--- config.mk ---
export PLATFORM = sky130hd
export DESIGN_NAME = pal_timing_gen
export DESIGN_NICKNAME = d
export VERILOG_FILES = /design/src/rtl/pal_timing_pkg.sv /design/src/rtl/pal_level_mux.sv /design/src/rtl/pal_timing_gen.sv
export SDC_FILE = /design/constraint.sdc
export NUM_CORES = 1
export LEC_CHECK = 0
export ABC_CLOCK_PERIOD_IN_PS = 1790
export CAP_MARGIN = 10
export CORE_ASPECT_RATIO = 2
export CORE_MARGIN = 4
export CORE_UTILIZATION = 49
export CTS_CLUSTER_DIAMETER = 40
export DETAILED_ROUTE_END_ITERATION = 16
export PLACE_DENSITY = 0.81
export SLEW_MARGIN = 20
export SYNTH_ARGS = -nofsm -noshare
export SYNTH_HDL_FRONTEND = slang
export SYNTH_SLANG_ARGS = --single-unit
--- constraint.sdc ---
create_clock -name clk -period 1.79 [get_ports clk]
set_clock_uncertainty 0.1 [all_clocks]
set_input_delay 0.179 -clock clk [delete_from_list [all_inputs] [get_ports clk]]
set_output_delay 0.179 -clock clk [all_outputs]
set_load 0.01 [all_outputs]
--- src/rtl/pal_timing_pkg.sv ---
// rtl/pal_timing_pkg.sv - shared constants for the PAL-style timing generator
//
// Purpose: default raster timing, counter widths and DAC level codes used by
//          pal_timing_gen and pal_level_mux.
// Ports:   none (package).
// Macro:   none here; PAL_TEST_PATTERN_EN is consumed by pal_level_mux.

package pal_timing_pkg;

   // Counter widths: h covers 0..1023, v covers 0..311.
   localparam int unsigned H_W = 10;
   localparam int unsigned V_W = 9;

   // Default raster: 64 us lines at 16 MHz, 312 non-interlaced lines.
   localparam int unsigned DEF_LINE_CLKS         = 1024;
   localparam int unsigned DEF_HSYNC_CLKS        = 75;
   localparam int unsigned DEF_BACK_PORCH_CLKS   = 93;
   localparam int unsigned DEF_ACTIVE_CLKS       = 832;
   localparam int unsigned DEF_LINES             = 312;
   localparam int unsigned DEF_VSYNC_LINES       = 3;
   localparam int unsigned DEF_FIRST_ACTIVE_LINE = 23;
   localparam int unsigned DEF_ACTIVE_LINES      = 270;

   localparam int unsigned DEF_H_ACT_START = DEF_HSYNC_CLKS + DEF_BACK_PORCH_CLKS;

   // 5-bit resistor-ladder codes.
   localparam logic [4:0] SYNC_LEVEL  = 5'd0;
   localparam logic [4:0] BLANK_LEVEL = 5'd9;

endpackage

--- src/rtl/pal_level_mux.sv ---
// rtl/pal_level_mux.sv - priority select of the DAC level for one clock
//
// Purpose: sync beats active beats blank. Inside the active window the level
//          is either flat blank (overlay supplies content downstream) or a
//          set of grey bars when PAL_TEST_PATTERN_EN is defined.
// Ports:
//   sync    in  1   sync tip for this clock
//   active  in  1   inside the active picture window
//   pixel_x in  10  active pixel index (0 outside the window)
//   level   out 5   DAC code (combinational)
// Macro:   PAL_TEST_PATTERN_EN - enables the grey-bar test pattern.

module pal_level_mux
   import pal_timing_pkg::*;
(
   input  logic           sync,
   input  logic           active,
   input  logic [H_W-1:0] pixel_x,
   output logic [4:0]     level
);

`ifdef PAL_TEST_PATTERN_EN
   // One bar per 128 pixels; bar index 0..6 scales to +0..+18 on top of
   // blank, so the result stays within 5 bits.
   logic [4:0] bar_level;
   assign bar_level = BLANK_LEVEL + (5'd3 * {2'b00, pixel_x[H_W-1:H_W-3]});
`else
   logic unused_pixel_x;
   assign unused_pixel_x = ^pixel_x;
`endif

   always_comb begin
      level = BLANK_LEVEL;
      if (sync) begin
         level = SYNC_LEVEL;
      end else if (active) begin
`ifdef PAL_TEST_PATTERN_EN
         level = bar_level;
`else
         level = BLANK_LEVEL;
`endif
      end
   end

endmodule

--- src/rtl/pal_timing_gen.sv ---
// rtl/pal_timing_gen.sv - free-running PAL-style composite timing generator
//
// Purpose: line/frame counters plus registered sync, active window,
//          coordinates, strobes and DAC level. All outputs are decoded from
//          the current (h_cnt, v_cnt) and registered, so they lag the
//          counters by one clock and stay coherent with each other.
// Ports:
//   clk         in  1   16 MHz board clock
//   rst         in  1   synchronous, active-high reset
//   sync        out 1   1 = sync tip (level 0)
//   active      out 1   1 = inside active picture window
//   pixel_x     out 10  active pixel index, 0 outside window
//   line_y      out 9   active line index, 0 outside active lines
//   line_start  out 1   strobe at h=0 of every line
//   frame_start out 1   strobe at h=0, v=0
//   level       out 5   DAC code
// Macro:   PAL_TEST_PATTERN_EN (via pal_level_mux) - grey-bar test pattern.

module pal_timing_gen
   import pal_timing_pkg::*;
#(
   parameter int unsigned LINE_CLKS         = DEF_LINE_CLKS,
   parameter int unsigned HSYNC_CLKS        = DEF_HSYNC_CLKS,
   parameter int unsigned BACK_PORCH_CLKS   = DEF_BACK_PORCH_CLKS,
   parameter int unsigned ACTIVE_CLKS       = DEF_ACTIVE_CLKS,
   parameter int unsigned LINES             = DEF_LINES,
   parameter int unsigned VSYNC_LINES       = DEF_VSYNC_LINES,
   parameter int unsigned FIRST_ACTIVE_LINE = DEF_FIRST_ACTIVE_LINE,
   parameter int unsigned ACTIVE_LINES      = DEF_ACTIVE_LINES
)
(
   input  logic           clk,
   input  logic           rst,
   output logic           sync,
   output logic           active,
   output logic [H_W-1:0] pixel_x,
   output logic [V_W-1:0] line_y,
   output logic           line_start,
   output logic           frame_start,
   output logic [4:0]     level
);

   // Build-time legality of the raster.
   if (!(HSYNC_CLKS + BACK_PORCH_CLKS + ACTIVE_CLKS < LINE_CLKS) ||
       !(FIRST_ACTIVE_LINE + ACTIVE_LINES <= LINES) ||
       !(VSYNC_LINES < FIRST_ACTIVE_LINE) ||
       !(LINE_CLKS <= (1 << H_W)) ||
       !(LINES < (1 << V_W))) begin : g_illegal_timing
      $error("pal_timing_gen: illegal timing parameters");
   end

   // Decode thresholds at counter width so every compare is unsigned h/v.
   localparam logic [H_W-1:0] H_LAST      = H_W'(LINE_CLKS - 1);
   localparam logic [H_W-1:0] H_SYNC_END  = H_W'(HSYNC_CLKS);
   localparam logic [H_W-1:0] H_BROAD_END = H_W'(LINE_CLKS - HSYNC_CLKS);
   localparam logic [H_W-1:0] H_ACT_START = H_W'(HSYNC_CLKS + BACK_PORCH_CLKS);
   localparam logic [H_W-1:0] H_ACT_END   = H_W'(HSYNC_CLKS + BACK_PORCH_CLKS + ACTIVE_CLKS);
   localparam logic [V_W-1:0] V_LAST      = V_W'(LINES - 1);
   localparam logic [V_W-1:0] V_VSYNC_END = V_W'(VSYNC_LINES);
   localparam logic [V_W-1:0] V_ACT_START = V_W'(FIRST_ACTIVE_LINE);
   localparam logic [V_W-1:0] V_ACT_END   = V_W'(FIRST_ACTIVE_LINE + ACTIVE_LINES);

   logic [H_W-1:0] h_cnt_q, h_cnt_d;
   logic [V_W-1:0] v_cnt_q, v_cnt_d;

   logic           sync_q, sync_d;
   logic           active_q, active_d;
   logic [H_W-1:0] pixel_x_q, pixel_x_d;
   logic [V_W-1:0] line_y_q, line_y_d;
   logic           line_start_q, line_start_d;
   logic           frame_start_q, frame_start_d;
   logic [4:0]     level_q, level_d;

   logic           broad_line;
   logic           h_in_act;
   logic           v_in_act;

   // Counters: v advances and wraps on the same edge that h wraps.
   always_comb begin
      h_cnt_d = h_cnt_q + 1'b1;
      v_cnt_d = v_cnt_q;
      if (h_cnt_q == H_LAST) begin
         h_cnt_d = '0;
         v_cnt_d = (v_cnt_q == V_LAST) ? '0 : v_cnt_q + 1'b1;
      end
   end

   // Output decode from the current counter position.
   always_comb begin
      broad_line    = (v_cnt_q < V_VSYNC_END);
      h_in_act      = (h_cnt_q >= H_ACT_START) && (h_cnt_q < H_ACT_END);
      v_in_act      = (v_cnt_q >= V_ACT_START) && (v_cnt_q < V_ACT_END);

      // Broad lines invert the normal pulse: long tip, short gap at line end.
      sync_d        = broad_line ? (h_cnt_q < H_BROAD_END) : (h_cnt_q < H_SYNC_END);
      active_d      = h_in_act && v_in_act;
      pixel_x_d     = active_d ? (h_cnt_q - H_ACT_START) : '0;
      line_y_d      = active_d ? (v_cnt_q - V_ACT_START) : '0;
      line_start_d  = (h_cnt_q == '0);
      frame_start_d = (h_cnt_q == '0) && (v_cnt_q == '0);
   end

   pal_level_mux u_level_mux (
      .sync    (sync_d),
      .active  (active_d),
      .pixel_x (pixel_x_d),
      .level   (level_d)
   );

   always_ff @(posedge clk) begin
      if (rst) begin
         h_cnt_q       <= '0;
         v_cnt_q       <= '0;
         sync_q        <= 1'b0;
         active_q      <= 1'b0;
         pixel_x_q     <= '0;
         line_y_q      <= '0;
         line_start_q  <= 1'b0;
         frame_start_q <= 1'b0;
         level_q       <= BLANK_LEVEL;
      end else begin
         h_cnt_q       <= h_cnt_d;
         v_cnt_q       <= v_cnt_d;
         sync_q        <= sync_d;
         active_q      <= active_d;
         pixel_x_q     <= pixel_x_d;
         line_y_q      <= line_y_d;
         line_start_q  <= line_start_d;
         frame_start_q <= frame_start_d;
         level_q       <= level_d;
      end
   end

   assign sync        = sync_q;
   assign active      = active_q;
   assign pixel_x     = pixel_x_q;
   assign line_y      = line_y_q;
   assign line_start  = line_start_q;
   assign frame_start = frame_start_q;
   assign level       = level_q;

endmodule

## After elaboration in Yosys (flattened, before gate mapping)

Index checks and enable logic that the tools add are counted.
Widths: inputs -> output; s select.

| storage, ports and cells | value |
|---|---|
| flip-flop bits (word level) | 47 |
| output and inout bits | 28 |
| word-level logic and storage cells | 34 |

| cells by class | value |
|---|---|
| add/subtract/negate cells | 4 |
| order comparisons | 7 |
| eq/ne operators | 2 |
| muxes and demuxes | 3 |
| bitwise logic cells | 1 |
| reduce and logical (&&, ||, !) cells | 8 |

Operators with widths:

| cell | count |
|---|---|
| $lt 10x10->1 const B | 2 |
| $add 10x1->10 const B | 1 |
| $eq 10x10->1 const B | 1 |
| $ge 10x8->1 const B | 1 |
| $logic_not 10->1 | 1 |
| $lt 10x7->1 const B | 1 |
| $sub 10x8->10 const B | 1 |
| $add 9x1->9 const B | 1 |
| $eq 9x9->1 const B | 1 |
| $ge 9x5->1 const B | 1 |
| $logic_not 9->1 | 1 |
| $lt 9x2->1 const B | 1 |
| $lt 9x9->1 const B | 1 |
| $mux 9 | 1 |
| $sub 9x5->9 const B | 1 |
| $logic_and 1x1->1 | 4 |
| $mux 4 | 1 |
| $reduce_or 2->1 | 2 |
| $mux 1 | 1 |
| $not 1->1 | 1 |

## Logic depth before layout (Yosys ltp)

Gate-level depths: netlist of run 1.

| depth | value |
|---|---|
| depth in word-level cells | 5 |
| depth in mapped cells | 7 |

## Modules after synthesis

Synthesis of run 1 repeated with hierarchy kept, for this count alone.

| unflattened totals | value |
|---|---|
| cell total of the unflattened synthesis | 264 |
| area, all modules | 2,522.4 µm² |

By module, submodules not included:

| module | instances | cells each | area an instance (µm²) | sequential area each (µm²) |
|---|---|---|---|---|
| pal_timing_gen | 1 | 258 | 2,484.9 | 940.9 |
| pal_level_mux | 1 | 6 | 37.5 | 0.0 |

## Worst setup path before layout of run 1

OpenSTA, ideal clock, no wires.

| timing | value |
|---|---|
| path kind | reg-to-reg |
| from | reg v_cnt_q[0] |
| to | reg line_y_q[8], in the netlist line_y[8] |
| arrival | 1.512 ns |
| path slack | 0.061 ns |
| stages on the path, launching flop included | 6 |
| cells stage by stage | dfxtp_1 -> ha_1 -> a21o_1 -> a2111oi_0 -> xnor2_1 -> nor3_2 |

| between the ends | value |
|---|---|
| longest elaborated chain between the ends | 5 |
| elaborated cells between the ends (all ways) | 7 |
| those cells by class | add/sub (1); order compare (2); bitwise (1); reduce/logical (3) |

RTL lines:

| element | RTL line | source |
|---|---|---|
| start, declared | pal_timing_gen.sv:64 | `logic [V_W-1:0] v_cnt_q, v_cnt_d;` |
| start signal, assigned | pal_timing_gen.sv:123 | `v_cnt_q <= v_cnt_d;` |
| $ge 9x5->1 or $lt 9x9->1 (tied branches) | pal_timing_gen.sv:92 | `v_in_act = (v_cnt_q >= V_ACT_START) && (v_cnt_q < V_ACT_END);` |
| $logic_and 1x1->1 | pal_timing_gen.sv:92 |  |
| $logic_and 1x1->1 | pal_timing_gen.sv:96 | `active_d = h_in_act && v_in_act;` |
| $not 1->1 (no line) | - |  |
| $reduce_or 2->1 (no line) | - |  |
| end signal, assigned | pal_timing_gen.sv:127 | `line_y_q <= line_y_d;` |
| end, declared | pal_timing_gen.sv:69 | `logic [V_W-1:0] line_y_q, line_y_d;` |

Parallel ways exist; a longest one is shown, timed or not.
A chain may end at the register's enable or synchronous reset.

## Worst setup path after layout of run 1

| timing | value |
|---|---|
| from | reg v_cnt_q[0] |
| to | reg line_y_q[6], in the netlist line_y[6] |

The elaborated chain is that of the path after synthesis.

==> summary.md, run 1 <==
Layout
• layout cell share with drive strength beyond 1: 0.246
• signed area change from the synthesized netlist to the final layout: 23.3%
• total non-filler cell area in the finished layout: 2680 sq um
• Non-Filler Instances: 326
• diode count: 0
• number of fill cells in the layout: 376
• area of combinational cells with multiple inputs: 1120 sq um
• area taken by flip-flops and latches: 865 sq um
• NumNets Final: 282

Worst hold path
• Hold Crit Class: reg -> reg
• min-delay src: h_cnt_q[0]

Die
• Initial Util: 0.501
• width of the die: 55.1 um
• number of ports placed on the die boundary: 30
• total number of placement rows: 34
• overall die area: 5640 sq um
• vertical die dimension: 102 um
• total core area: 4340 sq um

Clock tree
• Clk Latency, worst-skew pair: 0.29 ns
• clock transition at the registers of the reported paths: 0.07 ns
• total clock sinks: 43
• buffer cell driving the clock tree root: clkbuf_8
• clock tree from TritonCTS: yes
• clock buffer count from CTS: 5
• # H-tree levels: 2
• number of buffers on the longest clock path: 2

Outcome
• outcome: finished clean

GRT
• initial antenna violation count: 0
• maximum number of pins on one net before global-route repair: 21
• global-route wire length before repair: 7.09 mm
• total track usage: 0.175
• number of global-route vias before repair: 1633
• residual overflow from global routing: 0

Job
• max-cap violation count: 0

Critical path
• series of cell instances along the critical path: ha_1 -> a21o_1 -> o21ai_0 -> a221o_1 -> buf_12 -> nor3_2
• worst endpoint required time: 1.91 ns
• Critical Path Slowest Stage Cell: a221o_1
• worst setup path startpoint: v_cnt_q[0]
• arrival time of data at the critical path endpoint: 1.84 ns
• worst reg2reg path startpoint: v_cnt_q[0]
• category of the worst setup path launch point: flop
• Worst setup EP type: flop
• highest fanout seen on the critical path: 20
• Max stage delay on crit path: 0.38 ns
• critical path start-end classification: reg -> reg

Power and ir drop
• fraction of power spent switching nets: 0.209
• leakage dissipation: 0.971 nW
• proportion of power drawn by flip-flops and latches: 0.587
• P_sw: 347 uW
• logic gate share of total power: 0.053
• VDD IR-drop max: 438 uV
• internal power: 1.32 mW
• clock power share: 0.361
• ratio of total power to cell area: 619 nW/um^2

Synth
• area fraction in compound gates after synthesis: 0.105
• Post-synth EDFFs: 0
• fraction of registers with async set or reset after synthesis: 0
• Avg Inst Size Synth: 9.46 sq um
• share of synthesized cell area in and, or, nand and nor gates: 0.275
• Synth Flop Type: dfxtp_1
• main combinational cell family by area after synthesis: simple AND/OR/NAND/NOR gates
• share of cell area taken by muxes after synthesis: 0
• Seq/Total Area, Yosys: 0.396
• Warnings, synthesis: 0
• post-synthesis adder-cell area fraction: 0.0460
• Synth Area in XOR/XNOR: 0.0805
• post-synthesis instance total: 230
• Post-Syn Area: 2180 sq um
• count of cell types in the netlist: 46
• synthesis-stage register bit count: 43

Placement
• Placed Instance Area: 2580 sq um
• detailed-placement wirelength estimate: 3.39 mm
• weighted congestion at the end of routability-driven global placement: 0.891
• placed cells: 318
• Port Buf Inserts: 26

Route
• antenna viol nets, final: 0
• wire length after detailed routing: 4.38 mm
• vias per std cell: 5.36
• drc violations: 0
• routed len/inst: 13.4 um
• number of DRC violations after detailed-routing iteration 0: 26
• first-pass iteration count of the detailed router: 4
• via count: 1746

Timing
• Hold WS: 0.423 ns
• setup repair after global routing missed its margin: true
• Final Max Tran Viols: 0
• post-route minimum period: 1.73 ns
• Hold Violations, Final: 0
• fmax: 579 MHz
• count of endpoints failing setup in the final report: 0
• share of the clock period used by the worst path: 0.964

==> stage by stage <==
| stage | TNS, ns | worst slack, ns | total power [mW] | utilization |
|---|---|---|---|---|
| after floorplan | 0 | 0.0615 | 1.05 | - |
| after global placement | 0 | 0.0915 | 1.08 | 0.594 |
| after detailed placement | 0 | 0.0413 | 1.08 | 0.594 |
| after CTS | 0 | 0.0109 | 1.67 | 0.614 |
| after global routing | -0.000205 | -0.000205 | 1.73 | 0.618 |
| final | 0 | 0.0641 | 1.66 | 0.618 |
==> cell type report <==
type,instances,share of cell area
multi-input cells,158,0.418
inverters,8,0.0112
flip-flops and latches,43,0.322
clock inverters,1,0.00187
clock buffers,6,0.0308
well taps,54,0.0252
repair buffers,56,0.190
==> registers in the layout, summed over array words and instances, names as in the netlist <==
name and cells:
active 1, pixel_x 10, frame_start 1, h_cnt_q 10, line_y 9, level 1
v_cnt_q 9, line_start 1, sync 1
==> what timing repair did <==
item / 4_1_cts / 5_1_grt
hold endpoints to repair: 0 / 0
hold buffers: 0 / 0
buffers inserted: 0 / 1
endpoints found under the setup margin: 0 / 22
gates resized for setup: 0 / 5
==> logic make-up (layout without fill, tap and decap cells) <==
family,Yosys count,count (layout)
buffers and inverters,31,71
and+or+nand+nor,88,88
AOI/OAI and AO/OA,39,39
other,1,3
adders and majority gates,8,8
xor gates and xnor gates,20,20
DFF,43,43
==> worst paths after layout <==
kind / end / slack, ns / depth (start not counted)
hold / removal: h_cnt_q[0] / 0.42 / 2
setup / recovery: line_y[6] / 0.06 / 6
setup reg to reg: line_y[6] / 0.06 / 6
hold reg to reg: h_cnt_q[0] / 0.42 / 2
==> layer usage <==
metal,wire [um],GRT usage
met5,0,0
met4,202,0.124
met3,164,0.0365
met2,2380,0.313
met1,1630,0.164
==> Yosys cell counts, types with 2 or more instances <==
master	count	area (sq um)
buf_6	7	78.8
nor2_1	12	45.0
xnor2_1	16	140
xor2_1	4	35.0
o21ai_0	14	70.1
o21a_1	2	15.0
or4_1	4	30.0
inv_1	8	30.0
ha_1	8	100
nand2b_1	4	25.0
nand2_1	7	26.3
buf_4	9	67.6
nand4b_1	3	26.3
nor3_1	6	30.0
and3_1	3	18.8
dfxtp_1	43	861
nor4_1	3	18.8
nor3b_2	2	25.0
nand4_1	5	31.3
buf_2	3	15.0
clkbuf_1	3	11.3
nand3_1	8	40.0
or3_1	2	12.5
a211o_1	3	26.3
nor3_2	17	170
a21oi_1	14	70.1
==> power groups by stage <==
| stage | registers, mW | clock network [mW] | logic [mW] |
|---|---|---|---|
| finish | 0.975 | 0.599 | 0.0878 |
| global route | 0.976 | 0.654 | 0.0968 |
| CTS | 0.974 | 0.613 | 0.0872 |
| detailed placement | 0.996 | 0 | 0.0870 |
| global placement | 0.996 | 0 | 0.0847 |
| floorplan | 1.00 | 0 | 0.0449 |
==> worst max-delay path, delay by kind of cell (launching register included) <==
family	cells	cell delay [ns]
compound gates	3	0.63
buf+inv	1	0.18
flops	1	0.37
fa+ha+maj	1	0.18
simple gates	1	0.18
==> cell usage in the layout (no fill, tap or decap), types with 2 or more instances in the layout <==
cell,n
nor3_2,17
ha_1,8
o21a_1,2
nor3b_2,2
nor4_1,3
nand4_1,5
a21oi_1,14
inv_1,8
conb_1,3
buf_4,28
or4_1,4
nand3_1,8
nand2_1,7
dfxtp_2,3
clkdlybuf4s50_1,26
a211o_1,3
xnor2_1,16
o21ai_0,14
and3_1,2
nand2b_1,4
nand4b_1,3
clkbuf_8,6
buf_12,2
xor2_1,4
nor3_1,6
or3_1,2
dfxtp_1,40
nor2_1,12
Power figures use the tool's default switching activity.
==> inputs of run 2 (changes only) <==
- CORE_MARGIN: 4 -> 2
==> run 2 against run 1 <==
Against the previous run: clock-buffer cell count unchanged; sequential cell count unchanged; design area increased by 1.1%; hold slack improved by 0.0058 ns; critical endpoint is now line_y[5]; largest cell class unchanged; critical path depth decreased by 1; combinational power decreased by 1%; utilization increased by 1.3 points; die area decreased by 11%; critical path type unchanged; sequential share of layout area decreased by 0.31 points; routed wire length decreased by 0.18%; global-route usage increased by 1.3 points; fmax decreased by 0.26%; largest power group unchanged.
==> summary.md, run 2 (synthesis results as in run 1) <==
Layout
• diode count: 0, unchanged
• area of combinational cells with multiple inputs: 1140 sq um, +1.9%
• number of fill cells in the layout: 346, -8.0%
• layout cell share with drive strength beyond 1: 0.248, +0.00182
• NumNets Final: 279, -1.1%
• signed area change from the synthesized netlist to the final layout: 24.7%
• top library cells by usage in the layout, fill and taps aside: dfxtp_1 (39), clkdlybuf4s50_1 (26), buf_4 (25), xnor2_1 (16), nor3_2 (16)
• most common cell after layout, fill and taps aside: dfxtp_1
• area taken by flip-flops and latches: 866 sq um, +0.14%

Placement
• Port Buf Inserts: 26, unchanged
• weighted congestion at the end of routability-driven global placement: 0.812, -8.9%
• detailed-placement wirelength estimate: 3.18 mm, -6.2%

GRT
• maximum number of pins on one net before global-route repair: 21, unchanged
• residual overflow from global routing: 0, unchanged
• initial antenna violation count: 0, unchanged
• M1 GR Usage: 0.182, +0.0179
• total track usage: 0.188, +0.0134
• global-route wire length before repair: 7.23 mm, +2.0%
• met3 demand-to-capacity share in global routing: 0.0367, +0.000201
• most used routing layer in global routing: met2
• met2 track demand over resource: 0.359, +0.0457
• number of global-route vias before repair: 1639, +0.37%

Route
• routed len/inst: 13.5 um, +0.43%
• antenna viol nets, final: 0, unchanged
• number of DRC violations after detailed-routing iteration 0: 29, +12%
• vias per std cell: 5.37, +0.27%
• drc violations: 0, unchanged
• wire length after detailed routing: 4.37 mm, -0.18%
• via count: 1740, -0.34%
• first-pass iteration count of the detailed router: 4, unchanged

Power and ir drop
• ratio of total power to cell area: 672 nW/um^2, +8.5%
• leakage dissipation: 0.977 nW, +0.59%
• VDD IR-drop max: 622 uV, +42%
• overall power consumption: 1.82 mW, +9.7%

Critical path
• category of the worst setup path launch point: flop
• series of cell instances along the critical path: o21a_4 -> a211o_1 -> a221o_1 -> buf_12 -> nor3_4
• highest fanout seen on the critical path: 20, unchanged
• arrival time of data at the critical path endpoint: 1.85 ns, about the same
• worst endpoint required time: 1.91 ns, about the same
• Critical Path Slowest Stage Cell: dfxtp_2
• critical path start-end classification: reg -> reg
• Max stage delay on crit path: 0.36 ns, -0.02 ns
• slack of the worst reg-to-reg path: 0.06 ns, about the same
• Worst setup EP type: flop

Clock tree
• clock tree from TritonCTS: yes
• clock buffer count from CTS: 5, unchanged
• # H-tree levels: 2, unchanged
• Clk Latency, worst-skew pair: 0.29 ns, about the same
• clock transition at the registers of the reported paths: 0.08 ns, about the same
• buffer cell driving the clock tree root: clkbuf_8
• total clock sinks: 43, unchanged
• number of buffers on the longest clock path: 2, unchanged

Timing
• Setup TNS: 0 ns, unchanged
• Final Max Tran Viols: 0, unchanged
• share of the clock period used by the worst path: 0.967, +0.00252
• fmax: 578 MHz, -0.26%
• setup repair after global routing missed its margin: false
• post-route minimum period: 1.73 ns, +0.00451 ns
• Hold Violations, Final: 0, unchanged
• count of endpoints failing setup in the final report: 0, unchanged

Die
• total number of placement rows: 34, unchanged
• number of ports placed on the die boundary: 30, unchanged
• Initial Util: 0.506, +0.00496
• total core area: 4300 sq um, -0.98%
• width of the die: 51.1 um, -7.3%
• overall die area: 5020 sq um, -11%
• vertical die dimension: 98.2 um, -3.9%

Outcome
• outcome: finished clean

Job
• max-cap violation count: 0, unchanged

Worst hold path
• Hold Crit Class: reg -> reg

[run 2: cell count changes in the layout (fill, tap and decap cells not counted), sizes merged]
cell | previous run | this run
buf | 30 | 27
bufinv | 0 | 1
[run 2: cell type report]
type | count | area share
multi-input combinational | 158 | 0.422
sequential | 43 | 0.319
timing repair buffer | 53 | 0.180
clock buffer | 6 | 0.0304
tap | 54 | 0.0249
clock inverter | 2 | 0.0129
inverter | 8 | 0.0111
[run 2: where the power goes]
group | leakage [nW] | switching (mW) | internal, mW
Clock | 0.0612 | 0.312 | 0.451
Combinational | 0.565 | 0.0433 | 0.0432
Sequential | 0.350 | 0.00494 | 0.969
Total | 0.977 | 0.360 | 1.46
[run 2: final timing paths]
check	start	to	cells past startpoint
setup / recovery	h_cnt_q[3]	line_y[5]	5
setup reg to reg	h_cnt_q[3]	line_y[5]	5
hold / removal	v_cnt_q[2]	v_cnt_q[2]	2
hold reg to reg	v_cnt_q[2]	v_cnt_q[2]	2
[run 2: repair_timing]
item                                    4_1_cts  5_1_grt
setup buffers                                 0        1
endpoints found under the setup margin        1       12
pin swaps                                     0        1
resized for setup                             2        9
hold buffers                                  0        0
[run 2: metal layers]
| layer | vias to the layer above | routed length, um |
|---|---|---|
| met5 | - | 0 |
| met4 | 0 | 112 |
| met3 | 10 | 162 |
| met2 | 48 | 2460 |
| met1 | 811 | 1640 |
| li1 | 871 | - |
[run 2: critical path: cells and delay by family (launching register included)]
kind,cells,cell delay (ns)
AOI/OAI and AO/OA,3,0.82
DFF,1,0.36
and+or+nand+nor,1,0.19
buffers and inverters,1,0.18
[run 2: metrics by stage]
step	worst slack, ns	instance area, sq um	hold WS (ns)	utilization	std cells
floorplan	0.0615	2180	0.259	-	232
global placement	0.0569	2550	0.424	0.595	315
detailed placement	0.0180	2550	0.447	0.595	315
CTS	0.00546	2680	0.458	0.624	323
global route	0.0151	2710	0.466	0.631	324
finish	0.0596	2710	0.429	0.631	324
